===== src/rtl/loadable_timer_counter_if.sv =====
// Control and status bundle of the loadable timer/counter.
// The master drives load/configuration and the slave (the timer) returns count and status.
interface loadable_timer_counter_if #(
    parameter int WIDTH     = 8,
    parameter int PSC_WIDTH = 4
);
    logic                 load;
    logic [WIDTH-1:0]     data_in;
    logic                 enable;
    logic                 up;
    logic                 auto_reload;
    logic [PSC_WIDTH-1:0] prescale;
    logic [WIDTH-1:0]     count;
    logic                 tc;
    logic                 wrap;
    logic                 done;
    logic                 running;

    modport master (
        output load, data_in, enable, up, auto_reload, prescale,
        input  count, tc, wrap, done, running
    );

    modport slave (
        input  load, data_in, enable, up, auto_reload, prescale,
        output count, tc, wrap, done, running
    );
endinterface


===== src/rtl/loadable_timer_counter.sv =====
// Loadable timer/counter.
// Counts up or down, runs one-shot or periodic, and has a prescaler.
// Only count, reload, prescale counter and the IDLE/RUN/DONE state (plus its
// registered status flags) are stored; tc is decoded combinationally from count.
module loadable_timer_counter #(
    parameter int WIDTH     = 8,
    parameter int PSC_WIDTH = 4
) (
    input  logic                    clk,
    input  logic                    rst,
    loadable_timer_counter_if.slave bus
);
    typedef enum logic [1:0] {
        IDLE = 2'd0,
        RUN  = 2'd1,
        DONE = 2'd2
    } state_t;

    state_t               state_q, state_d;
    logic [WIDTH-1:0]     count_q, count_d;
    logic [WIDTH-1:0]     reload_q, reload_d;
    logic [PSC_WIDTH-1:0] psc_cnt_q, psc_cnt_d;
    logic                 wrap_q, wrap_d;
    logic                 done_q, done_d;
    logic                 running_q, running_d;
    logic [WIDTH-1:0]     terminal;
    logic                 tick;

    // Terminal value follows the current direction every cycle.
    always_comb begin
        terminal = bus.up ? {WIDTH{1'b1}} : {WIDTH{1'b0}};
    end

    // A tick fires once psc_cnt has reached prescale; ">=" covers prescale being lowered mid-run.
    always_comb begin
        tick = (state_q == RUN) && bus.enable && (psc_cnt_q >= bus.prescale);
    end

    // Next-state logic with priority load > tick > hold (reset is applied in the register block).
    always_comb begin
        state_d   = state_q;
        count_d   = count_q;
        reload_d  = reload_q;
        psc_cnt_d = psc_cnt_q;
        wrap_d    = 1'b0;

        if (bus.load) begin
            // Any enable/tick in the same cycle as a load is discarded.
            count_d   = bus.data_in;
            reload_d  = bus.data_in;
            psc_cnt_d = '0;
            state_d   = RUN;
        end else if (state_q == RUN && bus.enable) begin
            if (tick) begin
                psc_cnt_d = '0;
                if (count_q != terminal) begin
                    count_d = bus.up ? count_q + {{(WIDTH-1){1'b0}}, 1'b1}
                                     : count_q - {{(WIDTH-1){1'b0}}, 1'b1};
                end else begin
                    wrap_d = 1'b1;
                    if (bus.auto_reload) begin
                        count_d = reload_q;
                    end else begin
                        // One-shot: count stays parked at terminal.
                        state_d = DONE;
                    end
                end
            end else begin
                psc_cnt_d = psc_cnt_q + {{(PSC_WIDTH-1){1'b0}}, 1'b1};
            end
        end

        done_d    = (state_d == DONE);
        running_d = (state_d == RUN);
    end

    // FSM and datapath registers with synchronous reset.
    always_ff @(posedge clk) begin
        if (rst) begin
            state_q   <= IDLE;
            count_q   <= '0;
            reload_q  <= '0;
            psc_cnt_q <= '0;
            wrap_q    <= 1'b0;
            done_q    <= 1'b0;
            running_q <= 1'b0;
        end else begin
            state_q   <= state_d;
            count_q   <= count_d;
            reload_q  <= reload_d;
            psc_cnt_q <= psc_cnt_d;
            wrap_q    <= wrap_d;
            done_q    <= done_d;
            running_q <= running_d;
        end
    end

    assign bus.count   = count_q;
    assign bus.tc      = (count_q == terminal);
    assign bus.wrap    = wrap_q;
    assign bus.done    = done_q;
    assign bus.running = running_q;
endmodule

===== src/flat_wrapper.sv =====
// flat-port wrapper written by rule: the top's interface ports become plain ports
module loadable_timer_counter_flat 
#(
    parameter int WIDTH     = 8,
    parameter int PSC_WIDTH = 4
)
  (clk, rst, bus_load, bus_data_in, bus_enable, bus_up, bus_auto_reload, bus_prescale, bus_count, bus_tc, bus_wrap, bus_done, bus_running);
  loadable_timer_counter_if #(.WIDTH(WIDTH), .PSC_WIDTH(PSC_WIDTH)) bus_i ();
  input  logic clk;
  input  logic rst;
  input wire logic [$bits(bus_i.load)-1:0] bus_load;
  input wire logic [$bits(bus_i.data_in)-1:0] bus_data_in;
  input wire logic [$bits(bus_i.enable)-1:0] bus_enable;
  input wire logic [$bits(bus_i.up)-1:0] bus_up;
  input wire logic [$bits(bus_i.auto_reload)-1:0] bus_auto_reload;
  input wire logic [$bits(bus_i.prescale)-1:0] bus_prescale;
  output wire logic [$bits(bus_i.count)-1:0] bus_count;
  output wire logic [$bits(bus_i.tc)-1:0] bus_tc;
  output wire logic [$bits(bus_i.wrap)-1:0] bus_wrap;
  output wire logic [$bits(bus_i.done)-1:0] bus_done;
  output wire logic [$bits(bus_i.running)-1:0] bus_running;
  assign bus_i.load = bus_load;
  assign bus_i.data_in = bus_data_in;
  assign bus_i.enable = bus_enable;
  assign bus_i.up = bus_up;
  assign bus_i.auto_reload = bus_auto_reload;
  assign bus_i.prescale = bus_prescale;
  assign bus_count = bus_i.count;
  assign bus_tc = bus_i.tc;
  assign bus_wrap = bus_i.wrap;
  assign bus_done = bus_i.done;
  assign bus_running = bus_i.running;
  loadable_timer_counter #(.WIDTH(WIDTH), .PSC_WIDTH(PSC_WIDTH)) u_core (.clk(clk), .rst(rst), .bus(bus_i));
endmodule

===== config.mk =====
export PLATFORM = sky130hd
export DESIGN_NAME = loadable_timer_counter_flat
export DESIGN_NICKNAME = d
export VERILOG_FILES = /design/src/rtl/loadable_timer_counter_if.sv /design/src/rtl/loadable_timer_counter.sv /design/src/flat_wrapper.sv
export SDC_FILE = /design/constraint.sdc
export NUM_CORES = 1
export LEC_CHECK = 0
export CAP_MARGIN = 10
export CORE_MARGIN = 5
export CORE_UTILIZATION = 45
export DETAILED_ROUTE_END_ITERATION = 12
export DONT_BUFFER_PORTS = 1
export SLEW_MARGIN = 20
export SYNTH_ARGS = -nofsm -noshare
export SYNTH_HDL_FRONTEND = slang
export SYNTH_SLANG_ARGS = --single-unit

===== constraint.sdc =====
create_clock -name clk -period 6.44 [get_ports clk]
set_clock_uncertainty 0.2 [all_clocks]
set_input_delay 1.61 -clock clk [delete_from_list [all_inputs] [get_ports clk]]
set_output_delay 1.61 -clock clk [all_outputs]
set_load 0.02 [all_outputs]

---- Word-level counts from Yosys, hierarchy flattened ----
Index checks and enable logic that the tools add are counted.
Widths: inputs -> output; s select.
storage, ports and cells
  memory bits (read-only) ................. 0
  memories ................................ 0
  latch bits .............................. 0
  register bits ........................... 25
  word-level logic and storage cells ...... 40
  bits in writable memories ............... 0
  input port bits ......................... 18
  output and inout bits ................... 12
cells by class
  equality and inequality tests ........... 5
  multiply operators ...................... 0
  $add $sub $neg .......................... 3
  order comparisons ....................... 1
  shifts and indexed selects .............. 0
  mux-type cells .......................... 14
  reduce and logical (&&, ||, !) cells .... 8
  div/mod/pow operators ................... 0
  bitwise logic cells ..................... 2
operators by type and width
  cell                 number
  $mux 8               7
  $mux 2               5
  $add 8x1->8 const B  1
  $eq 8x8->1           1
  $ne 8x8->1           1
  $sub 8x1->8 const B  1
  $add 4x1->4 const B  1
  $eq 2x1->1 const B   2
  $ge 4x4->1           1
  $mux 4               1
  $reduce_bool 2->1    2
  $reduce_or 4->1      1
  $reduce_and 3->1     1
  $reduce_bool 3->1    1
  $eq 2x2->1 const B   1
  $logic_and 1x1->1    2
  $not 1->1            2
  $reduce_or 2->1      1
  $mux 1               1

---- Longest topological paths before layout ----
Gate-level depths: netlist of run 1.
  word-level depth ........................ 7
  gate-level depth with buffers ........... 9
  mapped depth without buffers ............ 9

---- Least setup slack after synthesis of run 1 ----
OpenSTA, ideal clock, no wires.
  path type ............................... input -> output
  start ................................... input port bus_up
  end ..................................... output port bus_tc
  path buffers ............................ 0
  slack ................................... 1970 ps
  required time ........................... 4630 ps
  data arrival time ....................... 2660 ps
  stages .................................. 5
  cell sequence ........................... inv_1 -> ha_1 -> nand4_1 -> a211o_4 -> inv_2
on the way
  word-level cells in the longest chain between the ends .. 2
RTL lines
  item                line                          RTL
  start: declaration  flat_wrapper.sv:14            input wire logic [$bits(bus_i.up)-1:0] bus_up;
  $mux 8              loadable_timer_counter.sv:31  terminal = bus.up ? {WIDTH{1'b1}} : {WIDTH{1'b0}};
  $eq 8x8->1          loadable_timer_counter.sv:99  assign bus.tc = (count_q == terminal);
  end: declaration    flat_wrapper.sv:18            output wire logic [$bits(bus_i.tc)-1:0] bus_tc;
Every way passes these cells.

---- Worst setup path after layout of run 1 ----
Ends and elaborated chain as after synthesis.

==> flow_metrics.py, run 1 <==
metrics = {
    "grt": {
        "grt_antenna_before_repair": 0,
        "grtUsageTotal_pct": 15.1,
        "overflow": 0,
        "met2_usage_pct": 22.1,
        "grt_pass1_vias": 1109,
        "grt_max_degree": 30,
        "use_met1_pct": 22.7,
        "met3_usage_pct": 3.16,
        "grt.busiest_layer": "met1",
        "grt_pass1_wl_um": 5340,
    },
    "worst_setup_path": {
        "worst-path-max-fanout": 17,
        "cp.required_ps": 4630,
        "arrival_ps": 2840,
        "regToRegSetupSlack_ps": 3700,
        "worstSetupPathType": "primary input to output pin",
        "reg2reg_depth": 8,
        "cp-end-kind": "output pin",
        "start_kind": "primary input",
    },
    "floorplanning": {
        "core_mm2": 0.00310,
        "rows": 20,
        "fp.dieH_um": 67.4,
        "die_w_um": 67.4,
        "pin_count": 30,
        "start_util_pct": 47.8,
        "die_area_mm2": 0.00454,
    },
    "clock_tree": {
        "cts_max_level": 1,
        "cts.reportedPaths.clkPinSlew_ps": 130,
        "clkLatencyLatePin_ps": 310,
        "cts_buffers": 3,
        "numClockSinks": 25,
        "ctsResizeCount": 0,
        "cts_setup_buffers": 0,
        "clockBufferDepth": 2,
        "cts_hold_buffers": 0,
        "root_buffer": "clkbuf_4",
        "cts_tree": "done",
    },
    "cells_and_area": {
        "finalCoreUtilization_pct": 49.2,
        "antennaDiodeCount": 0,
        "drive_gt1_share_pct": 8.28,
        "area_growth_syn_to_layout_pct": 2.95,
        "nNetsFinal": 200,
    },
    "sta": {
        "fin_crit_ps": 4650,
        "hold_viol_final": 0,
        "slew_viol_final": 0,
        "worst_slew_pin_slew_ps": 480,
        "fin_ws_ps": 1790,
        "max_freq_mhz": 215,
        "setup_tns_ps": 0,
        "rsz0062_at_grt": "no",
        "setup_viol": 0,
        "finalCritPeriodShare_pct": 72.2,
        "slew-limit-headroom_pct": 67.2,
    },
    "detailed_routing": {
        "first_iter_violations": 106,
        "ant_nets": 0,
        "drcViolationCount": 0,
        "drt-vias-per-instance": 5.37,
        "dr.pass1.iters": 4,
        "dr_total_vias": 1144,
        "wl_per_cell_um": 14.8,
        "wl_um": 3160,
    },
    "power": {
        "powerDensity_mw_per_mm2": 200,
        "p_leak_nw": 0.663,
        "vdd_drop_max_mv": 0.0874,
    },
    "placed_design": {
        "numPortBuffers": 0,
        "preCtsSetupSlack_ps": 1770,
        "dpl.hpwl_um": 2500,
        "gp_congestion": 0.743,
    },
    "yosys": {
        "ys_ff_latch": 25,
        "netlist_instances": 172,
        "yosysTopAreaCell": "dfxtp_1",
        "synth_area_leaders": "dfxtp_1, ha_1, nor2_1",
        "synth_nets": 202,
        "syn_avg_cell_area_um2": 8.62,
        "yosysUniqueCellTypes": 42,
        "ys_warn_count": 0,
        "synth_top_area_share_pct": 33.8,
        "synth_area_mm2": 0.00148,
        "ys_seq_area_share_pct": 33.8,
    },
    "hold_path": {
        "min_path_type": "register to register",
        "hold_path_depth": 2,
    },
    "job": {
        "cap_violations": 0,
    },
    "run_status": {
        "outcome": "finished, final reports clean",
    },
}
[logic make-up (layout without fill, tap and decap cells)]
| family | Yosys count | count (layout) | share of synthesized area (%) |
|---|---|---|---|
| and+or+nand+nor | 65 | 65 | 21.4 |
| AOI/OAI and AO/OA | 36 | 36 | 18.0 |
| DFF | 25 | 25 | 33.8 |
| buffers and inverters | 17 | 14 | 5.06 |
| adders and majority gates | 12 | 12 | 10.6 |
| muxes | 11 | 11 | 7.60 |
| xor gates and xnor gates | 6 | 6 | 3.54 |
[power breakdown]
part | switching [mW] | internal [mW]
Clock | 0.0454 | 0.0242
Combinational | 0.0312 | 0.0294
Sequential | 0.0129 | 0.163
Total | 0.0895 | 0.216
[stage by stage]
stage / area, um2 / power [mW] / hold WS (ps) / std cells
after floorplan: 1480 / 0.230 / 239 / 172
after global placement: 1500 / 0.236 / 251 / 209
after detailed placement: 1500 / 0.239 / 261 / 209
after CTS: 1530 / 0.307 / 278 / 213
after global routing: 1530 / 0.327 / 314 / 213
final: 1530 / 0.306 / 277 / 213
[path summary, 6_finish.rpt]
check,start,endpoint
worst max-delay path,bus_up,bus_tc
worst min-delay path,u_core.state_q[1]$_SDFF_PP0_,u_core.state_q[1]$_SDFF_PP0_
worst max register to register,u_core.bus.count[5]$_SDFFE_PP0P_,u_core.bus.count[4]$_SDFFE_PP0P_
worst min register to register,u_core.state_q[1]$_SDFF_PP0_,u_core.state_q[1]$_SDFF_PP0_
[Yosys cell counts, drive strengths merged]
library cell	count
and2	1
mux2i	9
a31oi	2
fa	1
mux2	2
nand2b	7
o211ai	1
o21bai	1
a2111o	1
xor2	4
nand2	10
and3	1
a222oi	1
a221oi	2
a21oi	14
or3	1
o221ai	2
buf	3
and2b	1
a21o	3
nor2b	4
or2b	1
nand3	3
a211o	1
a2111oi	1
nor3	4
ha	11
nor4	1
nand4	2
nor2	26
inv	10
or2	2
dfxtp	25
o21a	1
or4	1
xnor2	2
a211oi	6
clkbuf	4
[state kept, by name, summed over array words and instances, names as in the netlist]
| name | cells |
|---|---|
| u_core.psc_cnt_q | 4 |
| u_core.bus.running | 1 |
| u_core.reload_q | 8 |
| u_core.bus.done | 1 |
| u_core.state_q | 2 |
| u_core.bus.count | 8 |
| u_core.bus.wrap | 1 |
[cell type report]
class / count / area [um2]
clock buffer: 4 / 26.3
fill: 336 / 1580
inverter: 10 / 37.5
multi-input combinational: 130 / 907
sequential: 25 / 500
tap: 44 / 55.1
[critical path, cell delays in order]
cell and delay [ps]:
inv_1 90, ha_1 390, nand4_1 170, a211o_4 430, inv_2 150
[cell usage in the layout, fill, tap and decap left out, types with 2 or more instances in the layout]
cell type / Yosys / layout
inv_1: 9 / 9
a211oi_2: 2 / 2
clkbuf_4: 0 / 3
o221ai_1: 2 / 2
nand4_1: 2 / 2
nand2b_1: 7 / 7
a221oi_1: 2 / 2
xnor2_1: 2 / 2
a21oi_1: 14 / 14
a21o_1: 3 / 3
nand2_1: 10 / 10
mux2_2: 2 / 2
nor3_1: 4 / 4
ha_1: 11 / 11
nor2b_1: 4 / 4
a31oi_1: 2 / 2
nor2_1: 26 / 26
xor2_1: 4 / 4
mux2i_1: 9 / 9
or2_2: 2 / 2
a211oi_1: 4 / 4
nand3_1: 3 / 3
dfxtp_1: 25 / 25
[layer usage]
layer / part of all wire, % / vias up
met5: 0 / -
met4: 0.47 / 0
met3: 6.9 / 2
met2: 42 / 29
met1: 50 / 514
li1: - / 599
No activity file was read; power rests on OpenSTA's default activity.
==> run 2, diff against run 1 <==
clock period = 4.7 ns   (was 6.44 ns; I/O delays follow)
==> run 2 against run 1 <==
Compared with the run above:
- clock power increased by 41%
- via count rose by 2.8%
- die area unchanged
- combinational power increased by 40%
- global-route usage increased by 0.22 points
- highest routed layer unchanged
==> flow_metrics.py, run 2 (synthesis results as in run 1) <==
metrics = {
    "run_status": {
        "outcome": "finished, final reports clean",
    },
    "detailed_routing": {
        "dr.pass1.iters": 4,
        "wl_um": 3340,
        "wl_per_cell_um": 15.7,
        "drt-vias-per-instance": 5.52,
        "dr_total_vias": 1176,
        "ant_nets": 0,
        "drcViolationCount": 0,
        "first_iter_violations": 54,
    },
    "clock_tree": {
        "clkLatencyLatePin_ps": 320,
        "ctsResizeCount": 0,
        "cts_hold_buffers": 0,
        "root_buffer": "clkbuf_4",
        "cts.reportedPaths.clkPinSlew_ps": 140,
        "cts_max_level": 1,
        "clockBufferDepth": 2,
        "cts_tree": "done",
        "numClockSinks": 25,
        "cts_setup_buffers": 0,
        "cts_buffers": 3,
    },
    "worst_setup_path": {
        "cp_cell_sequence": "inv_1 -> ha_1 -> nand4_1 -> a211o_4 -> inv_2",
        "worst-path-max-fanout": 17,
        "worstSetupPathType": "primary input to output pin",
        "arrival_ps": 2450,
        "cp.required_ps": 3320,
        "cp-end-kind": "output pin",
        "max_stage_delay_ps": 440,
        "start_kind": "primary input",
        "slowest_stage": "a211o_4",
    },
    "grt": {
        "grt_antenna_before_repair": 0,
        "overflow": 0,
        "grt_pass1_vias": 1107,
        "grtUsageTotal_pct": 15.4,
        "grt_max_degree": 30,
        "grt_pass1_wl_um": 5290,
    },
    "sta": {
        "rsz0062_at_grt": "no",
        "slew-limit-headroom_pct": 62.1,
        "slew_viol_final": 0,
        "hold_viol_final": 0,
        "whs_ps": 282,
        "worst_slew_pin_slew_ps": 554,
        "setup_tns_ps": 0,
        "fin_crit_ps": 3820,
        "max_freq_mhz": 262,
        "setup_viol": 0,
        "finalCritPeriodShare_pct": 81.3,
    },
    "cells_and_area": {
        "most-common-layout-cells": "nor2_1, dfxtp_1, a21oi_1",
        "nNetsFinal": 200,
        "antennaDiodeCount": 0,
        "post_layout_nonfiller_instances": 213,
        "area_growth_syn_to_layout_pct": 3.04,
        "mostFrequentLayoutCell": "nor2_1",
        "drive_gt1_share_pct": 8.88,
    },
    "floorplanning": {
        "core_mm2": 0.00310,
        "die_w_um": 67.4,
        "fp.dieH_um": 67.4,
        "pin_count": 30,
        "die_area_mm2": 0.00454,
        "start_util_pct": 47.8,
        "rows": 20,
    },
    "placed_design": {
        "dpl.hpwl_um": 2570,
        "numPortBuffers": 0,
        "gp_congestion": 0.737,
        "post-place-cells": 209,
    },
    "job": {
        "cap_violations": 0,
    },
    "power": {
        "vdd_drop_max_mv": 0.123,
        "p_leak_nw": 0.666,
        "powerDensity_mw_per_mm2": 277,
    },
    "hold_path": {
        "min_path_type": "register to register",
    },
}
run 2: worst max-delay path: cells and delay by family:
kind / cells / cell delay (ps)
AOI/OAI and AO/OA: 1 / 440
adders and majority gates: 1 / 400
buffers and inverters: 2 / 240
and+or+nand+nor: 1 / 190
run 2: worst paths after layout:
kind                                                       start                          endpoint  depth (start not counted)  slack, ps
worst min register to register      u_core.state_q[1]$_SDFF_PP0_      u_core.state_q[1]$_SDFF_PP0_                          2        280
worst min-delay path                u_core.state_q[1]$_SDFF_PP0_      u_core.state_q[1]$_SDFF_PP0_                          2        280
worst max-delay path                                      bus_up                            bus_tc                          5        880
worst max register to register  u_core.bus.count[4]$_SDFFE_PP0P_  u_core.bus.count[1]$_SDFFE_PP0P_                          8       1940
run 2: power by group:
part / switching, mW / leakage (nW) / total, mW / internal [mW]
clock: 0.0662 / 0.0177 / 0.0981 / 0.0319
sequential: 0.0178 / 0.206 / 0.241 / 0.223
combinational: 0.0445 / 0.442 / 0.0847 / 0.0402
run 2: area by class of cell:
class / count / area (um2)
clock buffer: 3 / 22.5
inverter: 10 / 37.5
multi-input combinational: 130 / 907
clock inverter: 1 / 5.00
tap: 44 / 55.1
sequential: 25 / 500
fill: 329 / 1580
run 2: through the flow:
stage	setup slack (ps)	util (%)	cell area, um2	power (mW)
after global routing	809	49.2	1530	0.448
after CTS	878	49.2	1530	0.428
final	880	49.2	1530	0.424
after global placement	961	48.3	1500	0.323
after detailed placement	879	48.3	1500	0.329
after floorplan	1100	-	1480	0.315
run 2: layer usage:
layer  routed length [um]  global-route usage (%)  up-vias
met5                    0                       0        -
met2                 1420                    23.7       37
met4                   71                    6.08        0
met3                  208                    3.83        8
met1                 1630                    20.5      533
li1                     -                       -      598
==> run 3, diff against run 2 <==
clock period = 3.9 ns   (was 4.7 ns; I/O delays follow)
==> run 3 against run 2 <==
Compared with the run above:
- register-to-register slack got worse by 740 ps
- first-iteration DRC count increased by 31%
- sequential power increased by 20%
- wire length decreased by 5.9%
- count of clock-buffer cells in the layout unchanged
- design area increased by 0.16%
- worst setup slack got worse by 380 ps
- sequential share of layout area decreased by 0.054 points
- combinational power increased by 17%
- global-route usage about the same
- cell count unchanged
- largest cell class unchanged
- largest power group unchanged
==> flow_metrics.py, run 3 (synthesis results as in run 1) <==
metrics = {
    "power": {
        "powerDensity_mw_per_mm2": 333,
        "p_int_mw": 0.356,
        "combPwrFrac_pct": 19.5,
        "clkPwrFrac_pct": 23.6,
        "p_seq_share_pct": 56.8,
        "p_leak_nw": 0.662,
        "vdd_drop_max_mv": 0.133,
        "power_switching_mw": 0.154,
        "netSwitchingFraction_pct": 30.1,
    },
    "clock_tree": {
        "root_buffer": "clkbuf_4",
        "cts.reportedPaths.clkPinSlew_ps": 130,
        "cts_hold_buffers": 0,
        "cts_max_level": 1,
        "clkLatencyLatePin_ps": 330,
        "cts_setup_buffers": 0,
        "cts_buffers": 3,
        "ctsResizeCount": 0,
        "cts_tree": "done",
        "numClockSinks": 25,
        "clockBufferDepth": 2,
    },
    "job": {
        "cap_violations": 0,
    },
    "cells_and_area": {
        "postLayoutCellArea_mm2": 0.00153,
        "antennaDiodeCount": 0,
        "most-common-layout-cells": "nor2_1, dfxtp_1, a21oi_1",
        "drive_gt1_share_pct": 8.88,
        "mostFrequentLayoutCell": "nor2_1",
        "area_growth_syn_to_layout_pct": 3.21,
        "nNetsFinal": 200,
        "fill_cells": 320,
    },
    "sta": {
        "fin_crit_ps": 3400,
        "setup_viol": 0,
        "rsz0062_at_grt": "no",
        "slew_viol_final": 0,
        "setup_tns_ps": 0,
        "max_freq_mhz": 294,
        "hold_viol_final": 0,
        "worst_slew_pin_slew_ps": 554,
        "finalCritPeriodShare_pct": 87.2,
        "slew-limit-headroom_pct": 62.1,
        "whs_ps": 281,
    },
    "hold_path": {
        "min_path_type": "register to register",
    },
    "floorplanning": {
        "pin_count": 30,
        "die_area_mm2": 0.00454,
        "core_mm2": 0.00310,
        "rows": 20,
        "die_w_um": 67.4,
        "start_util_pct": 47.8,
        "fp.dieH_um": 67.4,
    },
    "placed_design": {
        "dpl.hpwl_um": 2460,
        "numPortBuffers": 0,
        "placed_cell_area_mm2": 0.00150,
        "gp_congestion": 0.742,
    },
    "worst_setup_path": {
        "worst-path-max-fanout": 17,
        "cp-end-kind": "output pin",
        "arrival_ps": 2230,
        "start_kind": "primary input",
        "worstSetupPathType": "primary input to output pin",
        "cp.required_ps": 2720,
    },
    "detailed_routing": {
        "first_iter_violations": 71,
        "dr.pass1.iters": 4,
        "ant_nets": 0,
        "dr_total_vias": 1163,
        "wl_per_cell_um": 14.7,
        "drt-vias-per-instance": 5.46,
        "wl_um": 3140,
        "drcViolationCount": 0,
    },
    "grt": {
        "grt_pass1_vias": 1084,
        "grt_max_degree": 30,
        "grt_pass1_wl_um": 5310,
        "overflow": 0,
        "grt_antenna_before_repair": 0,
        "grtUsageTotal_pct": 15.4,
    },
    "run_status": {
        "outcome": "finished, final reports clean",
    },
}
[run 3: cell count changes in the layout (fill, tap and decap cells not counted), sizes merged]
cell and delta:
clkinvlp +1, clkinv -1
[run 3: area by class of cell]
type | instances | area (um2) | share of cell area [%]
clock inverter | 1 | 7.51 | 0.491
tap | 44 | 55.1 | 3.60
multi-input combinational | 130 | 907 | 59.3
clock buffer | 3 | 22.5 | 1.47
sequential | 25 | 500 | 32.7
inverter | 10 | 37.5 | 2.45
[run 3: metrics by stage]
step / cells / worst slack (ps) / util (%) / power, mW
after floorplan: 172 / 700 / - / 0.380
after global placement: 209 / 569 / 48.3 / 0.390
after detailed placement: 209 / 495 / 48.3 / 0.394
after CTS: 213 / 492 / 49.3 / 0.516
after global routing: 213 / 375 / 49.3 / 0.540
final: 213 / 497 / 49.3 / 0.510
[run 3: final timing paths]
check                                                         to                              from  depth (start not counted)  slack, ps
worst max register to register  u_core.bus.count[4]$_SDFFE_PP0P_  u_core.bus.count[5]$_SDFFE_PP0P_                          8       1200
worst max-delay path                                      bus_tc                            bus_up                          5        500
worst min register to register   u_core.reload_q[4]$_SDFFE_PP0P_   u_core.reload_q[4]$_SDFFE_PP0P_                          2        280
worst min-delay path             u_core.reload_q[4]$_SDFFE_PP0P_   u_core.reload_q[4]$_SDFFE_PP0P_                          2        280
[run 3: critical path, stage by stage]
cell and delay [ps]:
inv_1 90, ha_1 400, nand4_1 170, a211o_4 430, inv_2 160
[run 3: power groups by stage]
stage                     Clock, mW  Combinational (mW)  Sequential, mW
final                         0.121              0.0995           0.290
after global routing          0.135               0.113           0.292
after CTS                     0.127              0.0992           0.290
after detailed placement          0              0.0986           0.295
after global placement            0              0.0946           0.295
after floorplan                   0              0.0887           0.291
[run 3: metal layers]
metal,part of all wire [%],track usage [%],vias to the layer above,routed length (um)
met1,49,22.0,524,1550
met2,42,21.8,30,1320
met4,1.5,5.32,0,48
met5,0,0,-,0
met3,7.0,4.33,6,220
li1,-,-,603,-
